<file path="src/rtl/uirq_ctrl.sv">
// ----------------------------------------------------------------------------
// uirq_ctrl -- user-level interrupt controller for the CSR trap path.
//
// Rising edges on the external lines set bits in a pending register. The
// pending bits are masked by an enable register. When the core is idle, the
// lowest-numbered enabled pending source is selected. A one-cycle interrupt
// pulse is then issued, together with its cause code. No further request is
// made until the handler returns with uret. Interrupts do not nest.
//
// Ports
//   clk        system clock, every state update happens on its rising edge
//   rstn       synchronous active-low reset
//   irq_src    external interrupt lines, already synchronous to clk
//   uie        global user interrupt enable (ustatus bit 0)
//   exception  synchronous exception this cycle; suppresses a request
//   uret       handler return this cycle
//   we         register write strobe
//   addr       register select: 0 enable, 1 pending (W1C), 2 status, 3 zero
//   din        write data
//   dout       combinational read data (state before the current edge)
//   interrupt  registered one-cycle interrupt request
//   icause     registered cause for the pulse, held until the next request
// ----------------------------------------------------------------------------
module uirq_ctrl #(
    parameter int NSRC       = 4,
    parameter int CAUSE_BASE = 16
) (
    input  logic            clk,
    input  logic            rstn,
    input  logic [NSRC-1:0] irq_src,
    input  logic            uie,
    input  logic            exception,
    input  logic            uret,
    input  logic            we,
    input  logic [1:0]      addr,
    input  logic [31:0]     din,
    output logic [31:0]     dout,
    output logic            interrupt,
    output logic [31:0]     icause
);

    typedef enum logic {
        ST_IDLE   = 1'b0,
        ST_ACTIVE = 1'b1
    } state_t;

    localparam logic [1:0] ADDR_ENABLE  = 2'd0;
    localparam logic [1:0] ADDR_PENDING = 2'd1;
    localparam logic [1:0] ADDR_STATUS  = 2'd2;

    // ------------------------------------------------------------------
    // State
    // ------------------------------------------------------------------
    state_t          state_q,     state_d;
    logic [NSRC-1:0] pending_q,   pending_d;
    logic [NSRC-1:0] enable_q,    enable_d;
    logic [NSRC-1:0] prev_src_q,  prev_src_d;
    logic [3:0]      active_id_q, active_id_d;
    logic            interrupt_q, interrupt_d;
    logic [31:0]     icause_q,    icause_d;

    // ------------------------------------------------------------------
    // Combinational helpers
    // ------------------------------------------------------------------
    logic [NSRC-1:0] src_rise;      // rising edge on each source this cycle
    logic [NSRC-1:0] cand;          // enabled and pending
    logic [NSRC:0]   lower_hit;     // lower_hit[i]: some cand below index i
    logic [NSRC-1:0] sel_onehot;    // lowest candidate, one-hot
    logic [3:0]      sel_id;        // index of that candidate
    logic            req;           // request fires at this edge
    logic [NSRC-1:0] w1c_mask;      // pending bits cleared by a register write
    logic [NSRC-1:0] svc_mask;      // pending bit consumed by the request
    logic            unused_din;

    // Upper data bits are never stored anywhere.
    assign unused_din = ^din[31:NSRC];

    assign src_rise = irq_src & ~prev_src_q;
    assign cand     = pending_q & enable_q;

    // Ripple priority chain: the first candidate from bit 0 upward wins.
    assign lower_hit[0] = 1'b0;

    genvar gi;
    generate
        for (gi = 0; gi < NSRC; gi++) begin : g_prio
            assign sel_onehot[gi]  = cand[gi] & ~lower_hit[gi];
            assign lower_hit[gi+1] = lower_hit[gi] | cand[gi];
        end
    endgenerate

    always_comb begin
        sel_id = 4'd0;
        for (int i = 0; i < NSRC; i++) begin
            if (sel_onehot[i]) begin
                sel_id = 4'(i);
            end
        end
    end

    // lower_hit[NSRC] is the OR of every candidate.
    assign req = (state_q == ST_IDLE) & uie & ~exception & lower_hit[NSRC];

    assign w1c_mask = (we && addr == ADDR_PENDING) ? din[NSRC-1:0] : '0;
    assign svc_mask = req ? sel_onehot : '0;

    // A new edge wins over both a software clear and the service clear.
    // This lets a source that fires again while it is being serviced be
    // taken again after uret.
    generate
        for (gi = 0; gi < NSRC; gi++) begin : g_pend
            assign pending_d[gi] = src_rise[gi]
                                 | (pending_q[gi] & ~w1c_mask[gi] & ~svc_mask[gi]);
        end
    endgenerate

    assign prev_src_d = irq_src;
    assign enable_d   = (we && addr == ADDR_ENABLE) ? din[NSRC-1:0] : enable_q;

    // ------------------------------------------------------------------
    // Handler FSM: next state and registered outputs
    // ------------------------------------------------------------------
    always_comb begin
        state_d     = state_q;
        active_id_d = active_id_q;
        interrupt_d = 1'b0;
        icause_d    = icause_q;

        unique case (state_q)
            ST_IDLE: begin
                // uret while idle has no effect.
                if (req) begin
                    interrupt_d = 1'b1;
                    icause_d    = 32'h8000_0000
                                | (32'(CAUSE_BASE) + {28'd0, sel_id});
                    active_id_d = sel_id;
                    state_d     = ST_ACTIVE;
                end
            end
            ST_ACTIVE: begin
                // Leaving ACTIVE only reaches IDLE at this edge, so the next
                // request can fire one edge later at the earliest.
                if (uret) begin
                    state_d = ST_IDLE;
                end
            end
            default: begin
                state_d = ST_IDLE;
            end
        endcase
    end

    always_ff @(posedge clk) begin
        if (!rstn) begin
            state_q     <= ST_IDLE;
            pending_q   <= '0;
            enable_q    <= '0;
            // Lines already high when reset is released must not look like
            // edges, so the previous-value register tracks the lines.
            prev_src_q  <= irq_src;
            active_id_q <= 4'd0;
            interrupt_q <= 1'b0;
            icause_q    <= 32'd0;
        end else begin
            state_q     <= state_d;
            pending_q   <= pending_d;
            enable_q    <= enable_d;
            prev_src_q  <= prev_src_d;
            active_id_q <= active_id_d;
            interrupt_q <= interrupt_d;
            icause_q    <= icause_d;
        end
    end

    // ------------------------------------------------------------------
    // Read mux and outputs
    // ------------------------------------------------------------------
    always_comb begin
        dout = 32'd0;
        unique case (addr)
            ADDR_ENABLE:  dout = {{(32-NSRC){1'b0}}, enable_q};
            ADDR_PENDING: dout = {{(32-NSRC){1'b0}}, pending_q};
            ADDR_STATUS:  dout = {(state_q == ST_ACTIVE), 27'd0, active_id_q};
            default:      dout = 32'd0;
        endcase
    end

    assign interrupt = interrupt_q;
    assign icause    = icause_q;

endmodule

</file>
<file path="config.mk">
export PLATFORM = sky130hd
export DESIGN_NAME = uirq_ctrl
export DESIGN_NICKNAME = d
export VERILOG_FILES = /design/src/rtl/uirq_ctrl.sv
export SDC_FILE = /design/constraint.sdc
export NUM_CORES = 1
export LEC_CHECK = 0
export ABC_AREA = 1
export CORE_MARGIN = 2
export CORE_UTILIZATION = 30
export CTS_CLUSTER_SIZE = 10
export DETAILED_ROUTE_END_ITERATION = 6
export PLACE_DENSITY = 0.77
export SLEW_MARGIN = 5
export SYNTH_ARGS = -nofsm -noshare
export SYNTH_HDL_FRONTEND = slang
export SYNTH_SLANG_ARGS = --single-unit
</file>
<file path="constraint.sdc">
create_clock -name clk -period 2.33 [get_ports clk]
set_input_delay 0.466 -clock clk [delete_from_list [all_inputs] [get_ports clk]]
set_output_delay 0.466 -clock clk [all_outputs]
set_load 0.01 [all_outputs]
</file>
==> results.yml, run 1 <==
timing:
  setup_tns_ps: 0
  finalCriticalPeriod_ps: 2080
  hold_ws_ps: 479
  max_freq_mhz: 481
  fin_ws_ps: 250
  rsz0062_at_grt: "false"
  fin_crit_sh_pct: 89.3
  hold_viol: 0
  maxSlewViolCount: 0
  finClkSkew_ps: 3.09
  finalSetupViolations: 0
power_and_ir_drop:
  irDropWorstVdd_v: 0.000292
  pwr-share-seq_pct: 48.3
  p_clk_share_pct: 32.5
  power_density_nw_per_um2: 485
  p_switching_mw: 0.178
  total_leakage_power_nw: 0.690
  p_int_mw: 0.470
  p_comb_share_pct: 19.2
  power_switching_share_pct: 27.5
synthesis:
  syn_area_per_cell_um2: 7.00
  synth.largest_area_cell: "buf_4"
  synthCells: 170
  ys_types: 17
  synth_warnings: 0
  synth_top_area_share_pct: 36.0
  ys_seq_elements: 17
  synthTopCellsByArea: "buf_4 36%, dfxtp_1 29%, nand2_1 9.5%, nand3_1 5.9%, nor2_1 4.7%"
  syn_area_um2: 1190
  yosysSeqAreaShare_pct: 28.6
clock_tree:
  clkTransAtPathRegs_ps: 60
  ctsLongestPathBuffers: 2
  cts-buffers-inserted: 3
  cts_tree: "done"
  ctsHoldBuffers: 0
  clkSinkCount: 17
  clkLatencyLatePin_ps: 240
  cts_root_buf: "clkbuf_8"
  htreeDepth: 1
  post_cts_buffers: 0
setup_path:
  path_max_fanout: 5
  endpoint: "dout[1]"
  timing.rr.start: "enable_q[0]"
  slowest_stage: "clkdlybuf4s50_1"
  required_ps: 1860
  crit_chain: "clkdlybuf4s50_1 -> buf_4 -> nor2_4 -> nand2_1 -> nand3_1 -> dlygate4sd2_1"
  slowest_delay_ps: 460
  crit_path_end_kind: "output port"
  reg2reg_setup_slack_ps: 1280
  worstReg2RegEnd: "active_id_q[0]"
  critPathLaunchType: "input port"
  startpoint: "addr[1]"
  critical_path_class: "in -> out"
  worst_ep_arrival_time_ps: 1610
  rr_worst_depth: 6
drt:
  ant_nets: 0
  via_count: 905
  drc: 0
  viasPerCell: 3.66
  wire_per_inst_um: 8.08
  totalWireLength_um: 2000
  drt_first_pass_iters: 4
  initialDrtViolationCount: 23
global_routing:
  grt_max_degree: 10
  grt_pass1_vias: 744
  antenna_found_initial: 0
  grt.total_usage_pct: 8.52
  overflow: 0
  grt_pass1_wl_um: 2950
cells_and_area:
  final_cell_mix: "55 x conb_1, 30 x nand2_1, 20 x clkdlybuf4s50_1, 17 x dfxtp_1, 15 x nor2_1"
  fin_area_um2: 1340
  final_cell_count_no_fill: 247
  diodes: 0
  layout.nets: 244
  num-fill-cells: 407
  drive_gt1_share_pct: 7.04
  area_growth_pct: 12.3
  layout_commonest_cell: "conb_1"
floorplan:
  die_w_um: 67.0
  dieArea_um2: 4490
  num_rows: 22
  ioPinCount: 109
  initial_core_util_pct: 31.8
  die_y_um: 67.0
  core_area_um2: 3740
place:
  dp_slack_ps: -36.9
  port_buffers: 25
  gp_congestion: 0.770
  placed_cell_area_um2: 1300
  placed_cells: 243
  hpwl_um: 1740
run:
  maxCapViolations: 0
status:
  status: "completed"
worst_hold_path:
  hold_class: "reg -> reg"
## power by group through the flow
stage	Sequential (mW)	Combinational [mW]	Clock, mW
floorplan	0.317	0.147	0
global placement	0.318	0.124	0
detailed placement	0.319	0.125	0
CTS	0.313	0.124	0.219
global route	0.314	0.142	0.231
finish	0.313	0.124	0.211
## cells by family after synthesis
kind of cell / after synthesis / synth area share [%]
buf+inv: 74 / 41.3
simple gates: 66 / 24.5
flops: 17 / 28.6
compound gates: 12 / 5.26
other cells: 1 / 0.315
## worst min-delay path by stage
stage | from | end | depth (start not counted)
CTS | prev_src_q[2] | pending_q[2] | 3
floorplan | prev_src_q[0] | pending_q[0] | 3
global placement | prev_src_q[0] | pending_q[0] | 3
detailed placement | prev_src_q[2] | pending_q[2] | 3
finish | prev_src_q[3] | pending_q[3] | 3
global route | prev_src_q[3] | pending_q[3] | 3
## worst max-delay path: cells and delay by family
family	cells	cell delay (ps)
and+or+nand+nor	3	230
buffers and inverters	3	910
## flip-flops by register name, indices dropped and copies added, names as in the netlist
name	cells
enable_q	4
prev_src_q	4
active_id_q	1
interrupt	1
state_q	1
pending_q	4
icause	2
## stage by stage
stage	power (mW)	util [%]
6_report	0.648	35.7
5_1_grt	0.687	35.7
4_1_cts	0.655	35.7
3_5_place_dp	0.445	34.7
3_3_place_gp	0.442	34.7
2_1_floorplan	0.464	-
## Yosys cell counts
cell type / n
buf_4: 57
nand2_1: 30
dfxtp_1: 17
nor2_1: 15
nand3_1: 14
inv_1: 12
a21oi_1: 7
o21ai_0: 4
inv_2: 3
clkinv_1: 2
nand2_2: 2
nor2_4: 2
conb_1: 1
nand4_1: 1
nor2_2: 1
nor3_1: 1
o211ai_1: 1
## layer usage
metal  global-route usage [%]  vias up  part of all wire (%)
li1                         -      476                     -
met1                     8.55      389                    36
met2                     17.3       38                    56
met3                     1.35        2                   6.6
met4                     3.06        0                  0.70
met5                        0        -                     0
## layout make-up
| cell class | count | area, µm² | share of cell area (%) |
|---|---|---|---|
| flip-flops and latches | 17 | 340 | 25.5 |
| clock buffers | 4 | 45.0 | 3.37 |
| multi-input cells | 133 | 561 | 41.9 |
| repair buffers | 28 | 267 | 19.9 |
| well taps | 48 | 60.1 | 4.49 |
| inverters | 17 | 63.8 | 4.78 |
## what timing repair did
| item | CTS | global route |
|---|---|---|
| gates resized for setup | 5 | 0 |
| hold endpoints to repair | 0 | 0 |
| setup endpoints to repair | 5 | 0 |
Power figures use the tool's default switching activity.
==> run 2, diff against run 1 <==
- REMOVE_ABC_BUFFERS: default -> 1
==> results.yml, run 2 (synthesis gave the netlist of run 1 again) <==
status:
  status: "completed"
cells_and_area:
  layout.nets: 244
  final_cell_mix: "55 x conb_1, 30 x nand2_1, 19 x clkdlybuf4s50_1, 17 x dfxtp_1, 15 x nor2_1"
  diodes: 0
  num-fill-cells: 421
  area_growth_pct: 12.8
  largest_registers: "enable_q: 4 flops, pending_q: 4 flops, prev_src_q: 4 flops"
  layout_commonest_cell: "conb_1"
  drive_gt1_share_pct: 7.04
timing:
  finalSetupViolations: 0
  max_freq_mhz: 485
  fin_crit_sh_pct: 88.6
  setup_tns_ps: 0
  maxSlewViolCount: 0
  hold_ws_ps: 476
  finClkSkew_ps: 4.16
  hold_viol: 0
  rsz0062_at_grt: "false"
  finalCriticalPeriod_ps: 2060
global_routing:
  overflow: 0
  grt_max_degree: 10
  grt_pass1_vias: 762
  grt.met2_usage_pct: 16.8
  grt_pass1_wl_um: 3050
  antenna_found_initial: 0
  grt.total_usage_pct: 8.86
  use_met1_pct: 9.12
  busiest_layer: "met2"
  grt_util_met3_pct: 2.20
drt:
  ant_nets: 0
  via_count: 920
  wire_per_inst_um: 8.13
  drc: 0
  viasPerCell: 3.72
  totalWireLength_um: 2010
  initialDrtViolationCount: 31
  drt_first_pass_iters: 4
clock_tree:
  htreeDepth: 1
  cts_tree: "done"
  clkLatencyLatePin_ps: 240
  clkSinkCount: 17
  ctsHoldBuffers: 0
  clkTransAtPathRegs_ps: 60
  cts-buffers-inserted: 3
  ctsLongestPathBuffers: 2
  cts_root_buf: "clkbuf_8"
setup_path:
  crit_path_end_kind: "output port"
  path_max_fanout: 5
  rr_worst_depth: 6
  worst_ep_arrival_time_ps: 1600
  timing.rr.start: "enable_q[0]"
  required_ps: 1860
  critPathLaunchType: "input port"
  worstReg2RegEnd: "active_id_q[0]"
  critical_path_class: "in -> out"
  reg2reg_setup_slack_ps: 1290
floorplan:
  dieArea_um2: 4490
  initial_core_util_pct: 31.8
  num_rows: 22
  core_area_um2: 3740
  die_y_um: 67.0
  ioPinCount: 109
  die_w_um: 67.0
worst_hold_path:
  holdPathStages: 3
  hold_class: "reg -> reg"
  min_from: "prev_src_q[0]"
  holdPathEnd: "pending_q[0]"
run:
  maxCapViolations: 0
power_and_ir_drop:
  power_density_nw_per_um2: 482
  irDropWorstVdd_v: 0.000217
  total_leakage_power_nw: 0.718
place:
  port_buffers: 25
  hpwl_um: 1720
  gp_congestion: 0.865
==> run 2: cell count changes in the layout (fill, tap and decap cells not counted), sizes merged <==
cell and change:
clkdlybuf4s50 -1, dlygate4sd2 -1, dlymetal6s2s +2
==> run 2: area by class of cell <==
type | count | area (µm²) | area share [%]
Sequential cell | 17 | 340 | 25.3
Multi-Input combinational cell | 133 | 561 | 41.8
Tap cell | 48 | 60.1 | 4.47
Timing Repair Buffer | 28 | 273 | 20.3
Inverter | 17 | 63.8 | 4.75
Clock buffer | 4 | 45.0 | 3.36
==> run 2: what timing repair did <==
| action | CTS | global route |
|---|---|---|
| endpoints found under the hold margin | 0 | 0 |
| buffers inserted | 0 | 0 |
| setup endpoints to repair | 5 | 2 |
| gates resized for setup | 4 | 2 |
==> run 2: how the worst max path moves through the flow <==
stage | from | end | cells past startpoint
final | addr[1] | dout[1] | 6
after global routing | addr[1] | dout[1] | 6
after CTS | addr[1] | dout[2] | 6
after detailed placement | addr[0] | dout[0] | 5
after global placement | addr[0] | dout[0] | 5
after floorplan | addr[1] | dout[31] | 2
==> run 2: stage by stage <==
stage / power [mW] / instance area (µm²) / std cells / utilization (%) / worst slack, ps
after detailed placement: 0.444 / 1300 / 243 / 34.7 / -91.5
final: 0.647 / 1340 / 247 / 35.9 / 266
after CTS: 0.653 / 1340 / 247 / 35.7 / 0.990
after floorplan: 0.392 / 965 / 167 / - / 1060
after global placement: 0.443 / 1300 / 243 / 34.7 / -77.5
after global routing: 0.679 / 1340 / 247 / 35.9 / 134
==> run 2: routing by layer <==
metal  vias up  part of all wire, %
met1       403                   35
li1        470                    -
met2        45                   55
met5         -                    0
met3         2                  9.3
met4         0                 0.70
==> run 2: power breakdown <==
group	internal, mW	switching [mW]	total, mW	leakage, nW
Combinational	0.0445	0.0802	0.125	0.555
Sequential	0.304	0.00869	0.313	0.140
Clock	0.121	0.0892	0.210	0.0228
Total	0.469	0.178	0.647	0.718
==> run 2: worst max-delay path: stages <==
cell and delay [ps]:
clkdlybuf4s50_1 460, buf_4 160, nor2_4 110, nand2_1 60, nand3_1 60, dlygate4sd2_1 270
